$ cat config.mk
export PLATFORM = sky130hd
export DESIGN_NAME = mult_share_arbiter
export DESIGN_NICKNAME = d
export VERILOG_FILES = /design/src/rtl/mult_share_arbiter.sv
export SDC_FILE = /design/constraint.sdc
export NUM_CORES = 1
export LEC_CHECK = 0
export BUFFER_PORTS_ARGS = -buffer_cell sky130_fd_sc_hd__buf_2
export CORE_MARGIN = 3
export CORE_UTILIZATION = 53
export CTS_CLUSTER_DIAMETER = 100
export CTS_CLUSTER_SIZE = 12
export DETAILED_ROUTE_END_ITERATION = 10
export HOLD_SLACK_MARGIN = 0.03
export MAX_ROUTING_LAYER = met4
export PLACE_DENSITY = 0.95
export SLEW_MARGIN = 25
export SYNTH_ARGS = -nofsm -noshare
export SYNTH_HDL_FRONTEND = slang
export SYNTH_SLANG_ARGS = --single-unit
$ cat constraint.sdc
create_clock -name clk -period 6.9 [get_ports clk]
set_clock_uncertainty 0.05 [all_clocks]
set_input_delay 1.38 -clock clk [delete_from_list [all_inputs] [get_ports clk]]
set_output_delay 1.38 -clock clk [all_outputs]
set_load 0.005 [all_outputs]
$ cat src/rtl/mult_share_arbiter.sv
// Two-requester round-robin front end for one shared combinational 16x16 multiplier,
// with an issue stage (S1) and a response stage (S2). Define MULT_ARB_SUM_MODE_EN to honour reqN_mode.
module mult_share_arbiter #(
  parameter int RR_INIT = 0,
  parameter int CNT_W   = 16
) (
  input  logic             clk,
  input  logic             reset,
  input  logic             req0_valid,
  output logic             req0_ready,
  input  logic [15:0]      req0_a,
  input  logic [15:0]      req0_b,
  input  logic             req0_a_sign,
  input  logic             req0_b_sign,
  input  logic             req0_mode,
  input  logic             req1_valid,
  output logic             req1_ready,
  input  logic [15:0]      req1_a,
  input  logic [15:0]      req1_b,
  input  logic             req1_a_sign,
  input  logic             req1_b_sign,
  input  logic             req1_mode,
  output logic [15:0]      m_a,
  output logic [15:0]      m_b,
  output logic             m_a_sign,
  output logic             m_b_sign,
  output logic [1:0]       m_mode,
  input  logic [31:0]      m_result_0,
  input  logic [31:0]      m_result_1,
  input  logic             m_result_SIDM_carry,
  output logic             rsp_valid,
  input  logic             rsp_ready,
  output logic             rsp_id,
  output logic [32:0]      rsp_result,
  output logic [CNT_W-1:0] issued_cnt
);

  // Handshakes: a transfer happens on a rising edge where valid && ready; valid must not
  // wait on ready. reqN_ready is combinational from the grant; rsp_* hold while stalled.
  localparam logic LAST_INIT = (RR_INIT == 0) ? 1'b1 : 1'b0;

  logic        s1_valid;
  logic        s1_id;
  logic [15:0] s1_a;
  logic [15:0] s1_b;
  logic        s1_a_sign;
  logic        s1_b_sign;
  logic        s1_mode;
  logic        last_gnt;

  logic        adv1;
  logic        adv2;
  logic        gnt0;
  logic        gnt1;
  logic        xfer;
  logic [15:0] in_a;
  logic [15:0] in_b;
  logic        in_a_sign;
  logic        in_b_sign;
  logic        in_mode;
  logic [31:0] sum32;
  logic [32:0] res_d;

  always_comb begin
    adv2 = s1_valid & (~rsp_valid | rsp_ready);
    adv1 = ~s1_valid | adv2;
    // On contention the requester that was not granted last wins.
    gnt0 = ~reset & adv1 & req0_valid & (~req1_valid | last_gnt);
    gnt1 = ~reset & adv1 & req1_valid & (~req0_valid | ~last_gnt);
    xfer = gnt0 | gnt1;
    in_a      = gnt1 ? req1_a      : req0_a;
    in_b      = gnt1 ? req1_b      : req0_b;
    in_a_sign = gnt1 ? req1_a_sign : req0_a_sign;
    in_b_sign = gnt1 ? req1_b_sign : req0_b_sign;
`ifdef MULT_ARB_SUM_MODE_EN
    in_mode   = gnt1 ? req1_mode   : req0_mode;
`else
    in_mode   = 1'b0;
`endif
  end

  assign req0_ready = gnt0;
  assign req1_ready = gnt1;

  assign m_a      = s1_valid ? s1_a : 16'h0000;
  assign m_b      = s1_valid ? s1_b : 16'h0000;
  assign m_a_sign = s1_valid & s1_a_sign;
  assign m_b_sign = s1_valid & s1_b_sign;

  always_comb begin
    sum32 = m_result_0 + m_result_1;
`ifdef MULT_ARB_SUM_MODE_EN
    // Sum mode folds the multiplier's SIDM carry in as bit 32 of the first partial.
    res_d  = s1_mode ? ({m_result_SIDM_carry, m_result_0} + {1'b0, m_result_1})
                     : {sum32[31], sum32};
    m_mode = s1_valid ? {1'b0, s1_mode} : 2'b00;
`else
    res_d  = {sum32[31], sum32};
    m_mode = 2'b00;
`endif
  end

`ifndef MULT_ARB_SUM_MODE_EN
  logic unused_mode;
  assign unused_mode = ^{req0_mode, req1_mode, m_result_SIDM_carry, s1_mode};
`endif

  always_ff @(posedge clk or posedge reset) begin
    if (reset) begin
      s1_valid   <= 1'b0;
      s1_id      <= 1'b0;
      s1_a       <= 16'h0000;
      s1_b       <= 16'h0000;
      s1_a_sign  <= 1'b0;
      s1_b_sign  <= 1'b0;
      s1_mode    <= 1'b0;
      last_gnt   <= LAST_INIT;
      issued_cnt <= '0;
    end else if (xfer) begin
      s1_valid   <= 1'b1;
      s1_id      <= gnt1;
      s1_a       <= in_a;
      s1_b       <= in_b;
      s1_a_sign  <= in_a_sign;
      s1_b_sign  <= in_b_sign;
      s1_mode    <= in_mode;
      last_gnt   <= gnt1;
      issued_cnt <= issued_cnt + CNT_W'(1);
    end else if (adv2) begin
      s1_valid   <= 1'b0;
    end
  end

  always_ff @(posedge clk or posedge reset) begin
    if (reset) begin
      rsp_valid  <= 1'b0;
      rsp_id     <= 1'b0;
      rsp_result <= 33'h0;
    end else if (adv2) begin
      rsp_valid  <= 1'b1;
      rsp_id     <= s1_id;
      rsp_result <= res_d;
    end else if (rsp_ready) begin
      rsp_valid  <= 1'b0;
    end
  end

endmodule
==> results.md <==
Run status:
- The run finished with clean final reports.

STA:
- The total count of max-transition violations in the final report is 0.
- Setup violations remaining at the end of the flow were counted as 0.
- Derived from the worst setup path, the maximum achievable clock frequency is 234 MHz.
- At the pin with the least slew margin, the transition time is 0.665 ns.
- The post-layout worst setup margin is 2.63 ns.
- Subtracting the final worst setup slack from the clock period gives 4.27 ns.
- Setup repair after global routing left no endpoint under its margin.
- Measured against its own limit, the worst slew margin works out to 55.6%.
- After layout, the worst path uses 61.9% of the clock period.
- After routing, the total negative slack on setup checks comes to 0 ns.
- The number of hold violations in the final report was 0.

Final layout:
- The number of nets in the layout is 1,026.
- The non-filler instance count after layout is 993.
- The most common cell after layout, fill and taps aside is buf_2.
- The design area is 7000 um2.
- Leaving out fill and tap cells, the most frequent cells in the layout are buf_2 (223), nand2_1 (114), dfrtp_1 (85), o21ai_0 (80), a21oi_1 (40).
- In the final layout, the share of cells above drive strength 1 is 29.5%.
- The signed area change from the synthesized netlist to the final layout is 25.0%.
- The layout filler cell count is 798.

CTS:
- The clock drives 87 sinks.
- The clock edge transition at the registers on the reported setup and hold paths is 0.09 ns.
- The longest clock path from root to sink contains 2 buffers.
- The master cell of the clock root buffer is clkbuf_8.
- After clock tree synthesis, the flow added hold-fix buffers numbering 0.
- TritonCTS built the clock tree.
- The number of buffers inserted by post-CTS setup repair is 0.
- Gates resized during post-CTS repair numbered 0.
- The clock latency at the later pin of the worst-skew pair is 0.34 ns.
- The number of clock buffers inserted by TritonCTS is 9.
- The H-tree generated during clock tree synthesis spans 3 levels.

Pwr:
- Summed over all cells, the static leakage comes to 3.56 nW.
- Power spread over the standard cell area amounts to 234 nW/um2.
- The worst IR drop on VDD is 0.000126 V.

Route:
- The number of nets still failing antenna checks after routing is 0.
- For this run, the detailed router's first-pass iteration total came to 6.
- The total wire length is 15.6 mm.
- In the routed layout, each cell is associated on average with a via count of 5.53.
- The total DRC errors in the routed layout is 0.
- Dividing the detail-routed wire length by the instance count gives 15.7 um.
- The total number of vias is 5,487.
- The count of routing violations after the opening detailed-route iteration is 369.

Min path:
- The class of the tightest hold or removal check is register to register.
- The start point of the worst min-delay path is issued_cnt[15].

Global route:
- For this run, global-route usage on met1 was measured as 30.7%.
- The sum of overflow across all layers after global routing is 0.
- Entering global routing, the biggest net connects 71 pins.
- The global-route layer with the greatest usage is met2.
- In the global route stage, overall resource usage came out at 27.0%.
- The number of global-route vias before repair was 5,157.
- The initial antenna violation count came to 2.
- For this run, global-route usage on met2 was measured as 46.7%.
- Global routing used 4.38% of the available met3 tracks.
- The wire length of the first global-routing pass is 24.5 mm.

Job:
- The tool flagged a number of max-cap violations equal to 0.

Floorplan:
- The die covers 11,800 um2.
- From left edge to right edge, the die measures 109 um.
- The floorplan step defined a core boundary enclosing 10000 um2.
- The number of standard-cell rows in the floorplan is 36.
- The vertical extent of the die is 109 um.
- Once the floorplan was initialized, standard cells occupied 56.0% of the core.
- The total I/O pin count is 229.

Worst setup path:
- The source of the worst register-to-register timing path is s1_valid.
- In this run the worst setup path begins at rsp_ready.
- The worst setup path is captured at an output port.
- The startpoint type of the worst setup path is an input pin.
- The critical path start-end classification is input pin to output port.
- The maximum fanout count along the critical path is 37.
- Data arrives at the worst endpoint at 2.84 ns.
- The worst path required time is 5.47 ns.

Logic synthesis:
- The post-synthesis average cell area is 8.62 um2.
- Synthesis produced a netlist whose cell count is 649.
- For this run, the number of Yosys warnings is 0.
- Yosys mapped the design onto 53 distinct sky130hd cell types.
- The most used flip-flop cell after synthesis is dfrtp_1.
- The number of enable flip-flop cells after synthesis is 0.
- The synthesized area is 5600 um2.
- The async set-or-reset flop fraction in the synthesized netlist is 100%.
- The sequential-to-total area share from yosys stat is 38.9%.
- In this run, synthesis produced a sequential element count of 87.

Placement:
- The count of input and output buffers is 223.
- The placed cell count is 975.
- Summing all placed instances gives a cell area of 6770 um2.
- The total half-perimeter wirelength after legalization and detailed placement is 12.3 mm.
- Routability-driven placement finished with a final weighted congestion of 0.920.
- The pre-CTS worst setup slack is 2.62 ns.
-- power breakdown --
part           leakage, nW  switching, mW  internal [mW]
sequential            1.08         0.0890          0.633
combinational         2.37          0.285          0.249
clock                0.109          0.182          0.198
-- registers in the layout, indices dropped and copies added, names as in the netlist --
register    count
s1_b_sign       1
s1_id           1
s1_b           16
s1_a_sign       1
s1_valid        1
rsp_valid       1
s1_a           16
rsp_id          1
last_gnt        1
rsp_result     32
issued_cnt     16
-- critical path, stage by stage --
cell and delay (ns):
buf_2 0.09, nor2b_1 0.06, a21oi_1 0.32, and3_2 0.24, buf_4 0.48, buf_2 0.22
-- Yosys cell counts (3+ instances only) --
| cell type | instances | share of area (%) |
|---|---|---|
| a21o_1 | 8 | 1.1 |
| a21oi_1 | 40 | 3.6 |
| and2_1 | 35 | 3.9 |
| and3_1 | 6 | 0.67 |
| buf_2 | 5 | 0.45 |
| buf_4 | 3 | 0.40 |
| clkbuf_1 | 25 | 1.7 |
| dfrtp_1 | 86 | 38 |
| ha_1 | 32 | 7.2 |
| inv_1 | 15 | 1.0 |
| mux2i_1 | 34 | 6.1 |
| nand2_1 | 115 | 7.7 |
| nand2b_1 | 4 | 0.45 |
| nand3_1 | 9 | 0.80 |
| nand4_1 | 16 | 1.8 |
| nor2_1 | 30 | 2.0 |
| nor2b_1 | 3 | 0.34 |
| nor3_1 | 8 | 0.72 |
| o211ai_1 | 3 | 0.40 |
| o21a_1 | 5 | 0.67 |
| o21ai_0 | 80 | 7.2 |
| o21bai_1 | 6 | 0.80 |
| o31ai_1 | 5 | 0.67 |
| or3_1 | 3 | 0.34 |
| xnor2_1 | 23 | 3.6 |
| xor2_1 | 17 | 2.7 |
-- through the flow --
step	util (%)	power, mW	hold WS [ns]
final	70.0	1.64	0.418
after global routing	70.0	1.75	0.426
after CTS	69.9	1.65	0.418
after detailed placement	67.7	1.26	0.402
after global placement	67.7	1.24	0.400
after floorplan	-	1.03	0.389
-- final cells by class --
| class | instances | area, um2 | area share [%] |
|---|---|---|---|
| Antenna cell | 2 | 5.00 | 0.0715 |
| Clock buffer | 12 | 165 | 2.36 |
| Clock inverter | 4 | 51.3 | 0.733 |
| Inverter | 15 | 57.6 | 0.823 |
| Multi-Input combinational cell | 514 | 3230 | 46.2 |
| Sequential cell | 87 | 2180 | 31.2 |
| Tap cell | 133 | 166 | 2.38 |
| Timing Repair Buffer | 226 | 1140 | 16.3 |
-- cell families (layout without fill, tap and decap cells) --
logic type	Yosys count	after routing	synth area share, %
simple gates	239	239	20.1
compound gates	166	166	17.3
flops	87	87	38.9
buf+inv	49	257	3.73
xor+xnor	40	40	6.26
mux	34	34	6.08
fa+ha+maj	33	33	7.51
other cells	1	4	0.0670
-- worst paths after layout --
path                             endpoint  slack, ns  cells past startpoint
max reg2reg                issued_cnt[13]       4.47                      6
max                            req1_ready       2.63                      6
min                        issued_cnt[15]       0.42                      1
max in group asynchronous        s1_valid       4.64                      3
min in group asynchronous       rsp_valid       1.08                      2
min reg2reg                issued_cnt[15]       0.42                      1
-- routing by layer --
| layer | part of all wire (%) | vias up |
|---|---|---|
| met5 | 0 | - |
| met4 | 2.8 | 0 |
| met3 | 7.5 | 38 |
| met2 | 51 | 248 |
| met1 | 39 | 2542 |
| li1 | - | 2659 |
Note: power is estimated with default switching activity, not from simulation.
